`src/rtl/icache_pkg.sv`:
```
// Shared types for the direct-mapped instruction cache: address split, frame
// layout and fill-FSM states for the default 16-set geometry.
package icache_pkg;

    localparam int IIDX_W = 4;
    localparam int ITAG_W = 30 - IIDX_W;

    typedef struct packed {
        logic [ITAG_W-1:0] tag;
        logic [IIDX_W-1:0] idx;
        logic [1:0]        bytoff;
    } icachef_t;

    typedef struct packed {
        logic              valid;
        logic [ITAG_W-1:0] tag;
        logic [31:0]       data;
    } icache_frame_t;

    typedef enum logic {
        IDLE,
        MISS
    } icache_state_t;

endpackage

```
`src/rtl/icache_if.sv`:
```
// Fetch-side and memory-side signals of the instruction cache. The cache is
// the slave; the datapath/controller environment is the master.
interface icache_if;

    logic        imemREN;
    logic [31:0] imemaddr;
    logic        ihit;
    logic [31:0] imemload;

    logic        iREN;
    logic [31:0] iaddr;
    logic        iwait;
    logic [31:0] iload;

    modport master (
        output imemREN, imemaddr, iwait, iload,
        input  ihit, imemload, iREN, iaddr
    );

    modport slave (
        input  imemREN, imemaddr, iwait, iload,
        output ihit, imemload, iREN, iaddr
    );

endinterface

```
`src/rtl/icache.sv`:
```
// Direct-mapped, read-only instruction cache with one-word frames. Hits are
// combinational; a miss runs a two-state fill and replays as a hit.
module icache
    import icache_pkg::*;
#(
    parameter int SETS = 2 ** IIDX_W
) (
    input logic     CLK,
    input logic     nRST,
    icache_if.slave bus
);

    localparam int IDX_W = $clog2(SETS);
    localparam int TAG_W = 30 - IDX_W;

    icache_state_t state, next_state;

    logic [SETS-1:0]  valid;
    logic [TAG_W-1:0] tags [SETS];
    logic [31:0]      data [SETS];

    // Word address of the outstanding miss; iaddr is built from this only.
    logic [29:0]      miss_word;

    logic [TAG_W-1:0] req_tag;
    logic [IDX_W-1:0] req_idx;
    logic [IDX_W-1:0] miss_idx;
    logic             hit;
    logic             fill;
    logic             unused_byteoff;

    assign req_tag        = bus.imemaddr[31:IDX_W+2];
    assign req_idx        = bus.imemaddr[IDX_W+1:2];
    assign miss_idx       = miss_word[IDX_W-1:0];
    assign unused_byteoff = ^bus.imemaddr[1:0];

    assign hit  = bus.imemREN && valid[req_idx] && (tags[req_idx] == req_tag)
                  && (state == IDLE);
    assign fill = (state == MISS) && !bus.iwait;

    // NOTE: sequential state uses non-blocking assignments so every register
    // samples pre-edge values regardless of statement order.
    always_ff @(posedge CLK) begin
        if (!nRST) begin
            state     <= IDLE;
            valid     <= '0;
            miss_word <= '0;
        end else begin
            state <= next_state;
            if (state == IDLE && bus.imemREN && !hit) begin
                miss_word <= bus.imemaddr[31:2];
            end
            if (fill) begin
                valid[miss_idx] <= 1'b1;
            end
        end
    end

    // NOTE: only the valid bits need reset; tag and data storage is gated by
    // valid, so leaving it unreset keeps the arrays as plain RAM.
    always_ff @(posedge CLK) begin
        if (fill) begin
            tags[miss_idx] <= miss_word[29:IDX_W];
            data[miss_idx] <= bus.iload;
        end
    end

    // NOTE: every output gets a default before the case so no path can
    // leave a value held, which would infer a latch.
    always_comb begin
        next_state   = state;
        bus.ihit     = 1'b0;
        bus.imemload = '0;
        bus.iREN     = 1'b0;
        bus.iaddr    = '0;

        case (state)
            IDLE: begin
                bus.ihit = hit;
                if (hit) begin
                    bus.imemload = data[req_idx];
                end else if (bus.imemREN) begin
                    next_state = MISS;
                end
            end
            MISS: begin
                bus.iREN  = 1'b1;
                bus.iaddr = {miss_word, 2'b00};
                if (!bus.iwait) begin
                    next_state = IDLE;
                end
            end
            default: next_state = IDLE;
        endcase
    end

endmodule

```
`src/flat_wrapper.sv`:
```
// flat-port wrapper written by rule: the top's interface ports become plain ports
module icache_flat import icache_pkg::*;
#(
    parameter int SETS = 2 ** IIDX_W
)
  (CLK, nRST, bus_imemREN, bus_imemaddr, bus_iwait, bus_iload, bus_ihit, bus_imemload, bus_iREN, bus_iaddr);
  icache_if bus_i ();
  input logic CLK;
  input logic nRST;
  input wire logic [$bits(bus_i.imemREN)-1:0] bus_imemREN;
  input wire logic [$bits(bus_i.imemaddr)-1:0] bus_imemaddr;
  input wire logic [$bits(bus_i.iwait)-1:0] bus_iwait;
  input wire logic [$bits(bus_i.iload)-1:0] bus_iload;
  output wire logic [$bits(bus_i.ihit)-1:0] bus_ihit;
  output wire logic [$bits(bus_i.imemload)-1:0] bus_imemload;
  output wire logic [$bits(bus_i.iREN)-1:0] bus_iREN;
  output wire logic [$bits(bus_i.iaddr)-1:0] bus_iaddr;
  assign bus_i.imemREN = bus_imemREN;
  assign bus_i.imemaddr = bus_imemaddr;
  assign bus_i.iwait = bus_iwait;
  assign bus_i.iload = bus_iload;
  assign bus_ihit = bus_i.ihit;
  assign bus_imemload = bus_i.imemload;
  assign bus_iREN = bus_i.iREN;
  assign bus_iaddr = bus_i.iaddr;
  icache #(.SETS(SETS)) u_core (.CLK(CLK), .nRST(nRST), .bus(bus_i));
endmodule
```
`config.mk`:
```
export PLATFORM = sky130hd
export DESIGN_NAME = icache_flat
export DESIGN_NICKNAME = d
export VERILOG_FILES = /design/src/rtl/icache_pkg.sv /design/src/rtl/icache_if.sv /design/src/rtl/icache.sv /design/src/flat_wrapper.sv
export SDC_FILE = /design/constraint.sdc
export NUM_CORES = 1
export LEC_CHECK = 0
export BUFFER_PORTS_ARGS = -buffer_cell sky130_fd_sc_hd__clkbuf_2
export CAP_MARGIN = 20
export CORE_AREA = 5 5 285 287
export DETAILED_ROUTE_END_ITERATION = 7
export DIE_AREA = 0 0 290 292
export PLACE_DENSITY = 0.8
export SLEW_MARGIN = 20
export SYNTH_ARGS = -nofsm -noshare
export SYNTH_HDL_FRONTEND = slang
export SYNTH_SLANG_ARGS = --single-unit
```
`constraint.sdc`:
```
create_clock -name CLK -period 5.2 [get_ports CLK]
set_clock_uncertainty 0.05 [all_clocks]
set_input_delay 0 -clock CLK [delete_from_list [all_inputs] [get_ports CLK]]
set_output_delay 0 -clock CLK [all_outputs]
set_load 0.02 [all_outputs]
```
==> results.md <==
* Status: complete, no violations
* Netlist cell types at between 60 and 70
* Final slew viol count at 0
* Top_reg_cell synth: edfxtp_1
* Antenna-violating nets left at 0
* Largest net degree at the start of global routing at 109
* WS Path Type: in -> out
* FF-to-FF Start: u_core.tags[0][23]
* Worst Setup End Kind: output port
* Clk sink count at slightly below 1000
* First-pass DRT Iterations at 5
* IO buf count at 129
* CP startpoint kind: primary input
* Yosys synthesis warning count at 0
* Pleak at approximately 0.014 µW
* Critical Path Most Common Cell: clkbuf_2
* Setup TNS at 0 ps
* Io pins at between 100 and 150
* Hold WS at about 130 ps
* Largest delay share family, worst path: buffers and inverters
* Stages on worst setup path at 11
* Initial Utilization at 0.4966
* FFs w/ async S/R, synth at 0
* Final hold vios at 0
* Flops & latches, synth at roughly 980
* TritonCTS buffer count at ~90
* Crit path time final at just over 4000 ps
* Crit path cell chain: clkbuf_2, clkinv_2, a221o_1, o22ai_1, o21ai_0, a2111oi_0, and3_1, nand4_4, buf_4, nor2b_1, clkbuf_2
* Core area at 78360 µm²
* Fmax at about 250 MHz
* CP arrival at between 4000 and 5000 ps
* Drt total wl at a little over 90000 µm
* Vias in the first global route at roughly 21000
* Count of nets after finishing at about 2200
* Die width at 290 µm
* Post-synth EDFFs at a little over 900
* Post-Syn Instances at about 1900
* Worst Path Buf+Inv at 4
* Peak supply drop at approximately 270 µV
* Post-route worst setup slack at between 1000 and 1500 ps
* R2R Setup Slk at about 1300 ps
* Clock Path Buffers at 3
* Beginning of the worst hold path: bus_imemREN
* H-tree depth at 3
* Register area share after synthesis at 0.7404
* Die footprint at 84680 µm²
* Clk slew on worst S/H paths at 60 ps
* Vias at between 20000 and 25000
* Clock root buffer: clkbuf_16
* Congestion Overflow GR at 0
* Fin crit share at 0.7829
* Final Wtd Congestion at between 0.8 and 0.9
* Crit. Startpoint: bus_imemaddr[5]
* Row cnt at 103
* Max incr delay on CP at 780 ps
* Reg-to-Reg End: u_core.state
* Most common cell after layout, fill and taps aside: edfxtp_1
* Crit path max-delay cell type: clkinv_2
* Fill count at about 5600
* Layout cells sized above 1 at 0.2784
* Skew-Pair Late Insertion Delay at ~660 ps
* RSZ-0062 raised after global routing: false
* Worst-path maximum fanout at 33
* Vias per cell at roughly 6.3
* Class of the worst hold path: in -> reg
* Cell area power density at about 360 nW/µm²
* Die Ht at a little under 300 µm
* CTS tree: built
* Initial antenna violation count at 0
* Pre-CTS setup slack at about 1000 ps
* Reg2reg path depth at 9
* Crit path capture: bus_imemload[0]
* DP HPWL at ~46000 µm
* Max Cap Viol at 0
* Most frequent cells in the layout: edfxtp_1 (928), mux4_2 (250), clkbuf_2 (126)
* Layout area overhead at 14.04%
* Gr usage total at 0.2132
* Drt drc at 0
* Setup violators final at 0
* Critical Path RT at just over 5000 ps
* Initial DRC count at around 2700
* First-pass GRT wire length at 135700 µm
* Slew at the pin closest to its max-slew limit at between 1000 and 1500 ps
* Cell Area, Synth at between 30000 and 40000 µm²
* Syn avg cell area at between 20 and 25 µm²
* Post-DR wirelength/cell at between 20 and 30 µm
* Max_slew headroom at 0.3094
worst min path at each step:
stage,slack [ps],cells past startpoint,end
finish,130,6,u_core.miss_word[1]
global route,160,6,u_core.miss_word[1]
CTS,80,6,u_core.miss_word[1]
detailed placement,240,3,u_core.state
global placement,210,3,u_core.state
floorplan,50,0,u_core.data[0][0]
routing by layer:
metal | vias up | global-route usage | share of wire
li1 | 8244 | - | -
met3 | 161 | 0.04023 | 0.10
met1 | 10525 | 0.3034 | 0.38
met5 | - | 0 | 0
met2 | 1276 | 0.3514 | 0.49
met4 | 0 | 0.04674 | 0.021
sequential cells by signal, summed over array words and instances, names as in the netlist:
register and cells:
u_core.data 512, u_core.miss_word 30, u_core.state 1, u_core.tags 416
u_core.valid 16
final cells by class:
type	count	area, µm²	share of cell area
antenna	1	2.502	0.00005640
sequential	975	28810	0.6493
clock inverter	49	499.2	0.01125
clock buffer	110	2359	0.05316
multi-input combinational	797	9547	0.2152
inverter	9	35.03	0.0007896
timing repair buffer	233	1807	0.04072
tap	1050	1314	0.02961
through the flow:
stage	instances	instance area, µm²	total power, µW	utilization
floorplan	1900	38930	9556	-
global placement	3001	40870	9824	0.5216
detailed placement	3001	40870	9873	0.5216
CTS	3222	44350	16230	0.5660
global route	3223	44370	16680	0.5662
finish	3224	44370	16180	0.5663
cells in the mapped netlist, drive strengths merged, types with 5 or more instances:
| cell type | n | area, µm² |
|---|---|---|
| o21a | 17 | 127.6 |
| nor2 | 59 | 221.5 |
| mux2i | 73 | 730.7 |
| mux4 | 250 | 5630 |
| o311ai | 31 | 271.5 |
| edfxtp | 928 | 27870 |
| xor2 | 20 | 175.2 |
| nor4 | 5 | 52.55 |
| nor3 | 16 | 80.08 |
| mux2 | 8 | 93.83 |
| inv | 8 | 30.03 |
| nor2b | 35 | 284.0 |
| nand2b | 13 | 81.33 |
| buf | 66 | 475.5 |
| a221o | 5 | 50.05 |
| o22ai | 6 | 37.54 |
| and2 | 33 | 206.5 |
| xnor2 | 15 | 131.4 |
| clkbuf | 53 | 198.9 |
| o21ai | 34 | 170.2 |
| nand2 | 49 | 183.9 |
| a21oi | 33 | 165.2 |
| a221oi | 6 | 52.55 |
| dfxtp | 47 | 940.9 |
| and3 | 32 | 200.2 |
| nand3 | 8 | 45.04 |
worst min-delay path: cells and delay by family:
kind,cells,cell delay (ps)
AND/OR/NAND/NOR,2,280
buffers and inverters,2,390
AO/OA/AOI/OAI,2,120
timing repair:
item / CTS / global route
gates resized for setup: 0 / 0
buffers inserted: 0 / 0
endpoints found under the hold margin: 555 / 0
hold buffers: 62 / 0
kinds of logic after synthesis:
logic type / after synthesis / share of synthesized area
xor gates and xnor gates: 35 / 0.007879
and+or+nand+nor: 272 / 0.03956
AOI/OAI and AO/OA: 157 / 0.02795
DFF: 975 / 0.7404
buffers and inverters: 128 / 0.01820
other: 1 / 0.00009638
muxes: 331 / 0.1659
where the power goes:
group | internal, µW | switching [µW]
clock network | 3590 | 2820
logic | 390 | 495
registers | 8730 | 148
total | 12700 | 3470
Power figures use the tool's default switching activity.
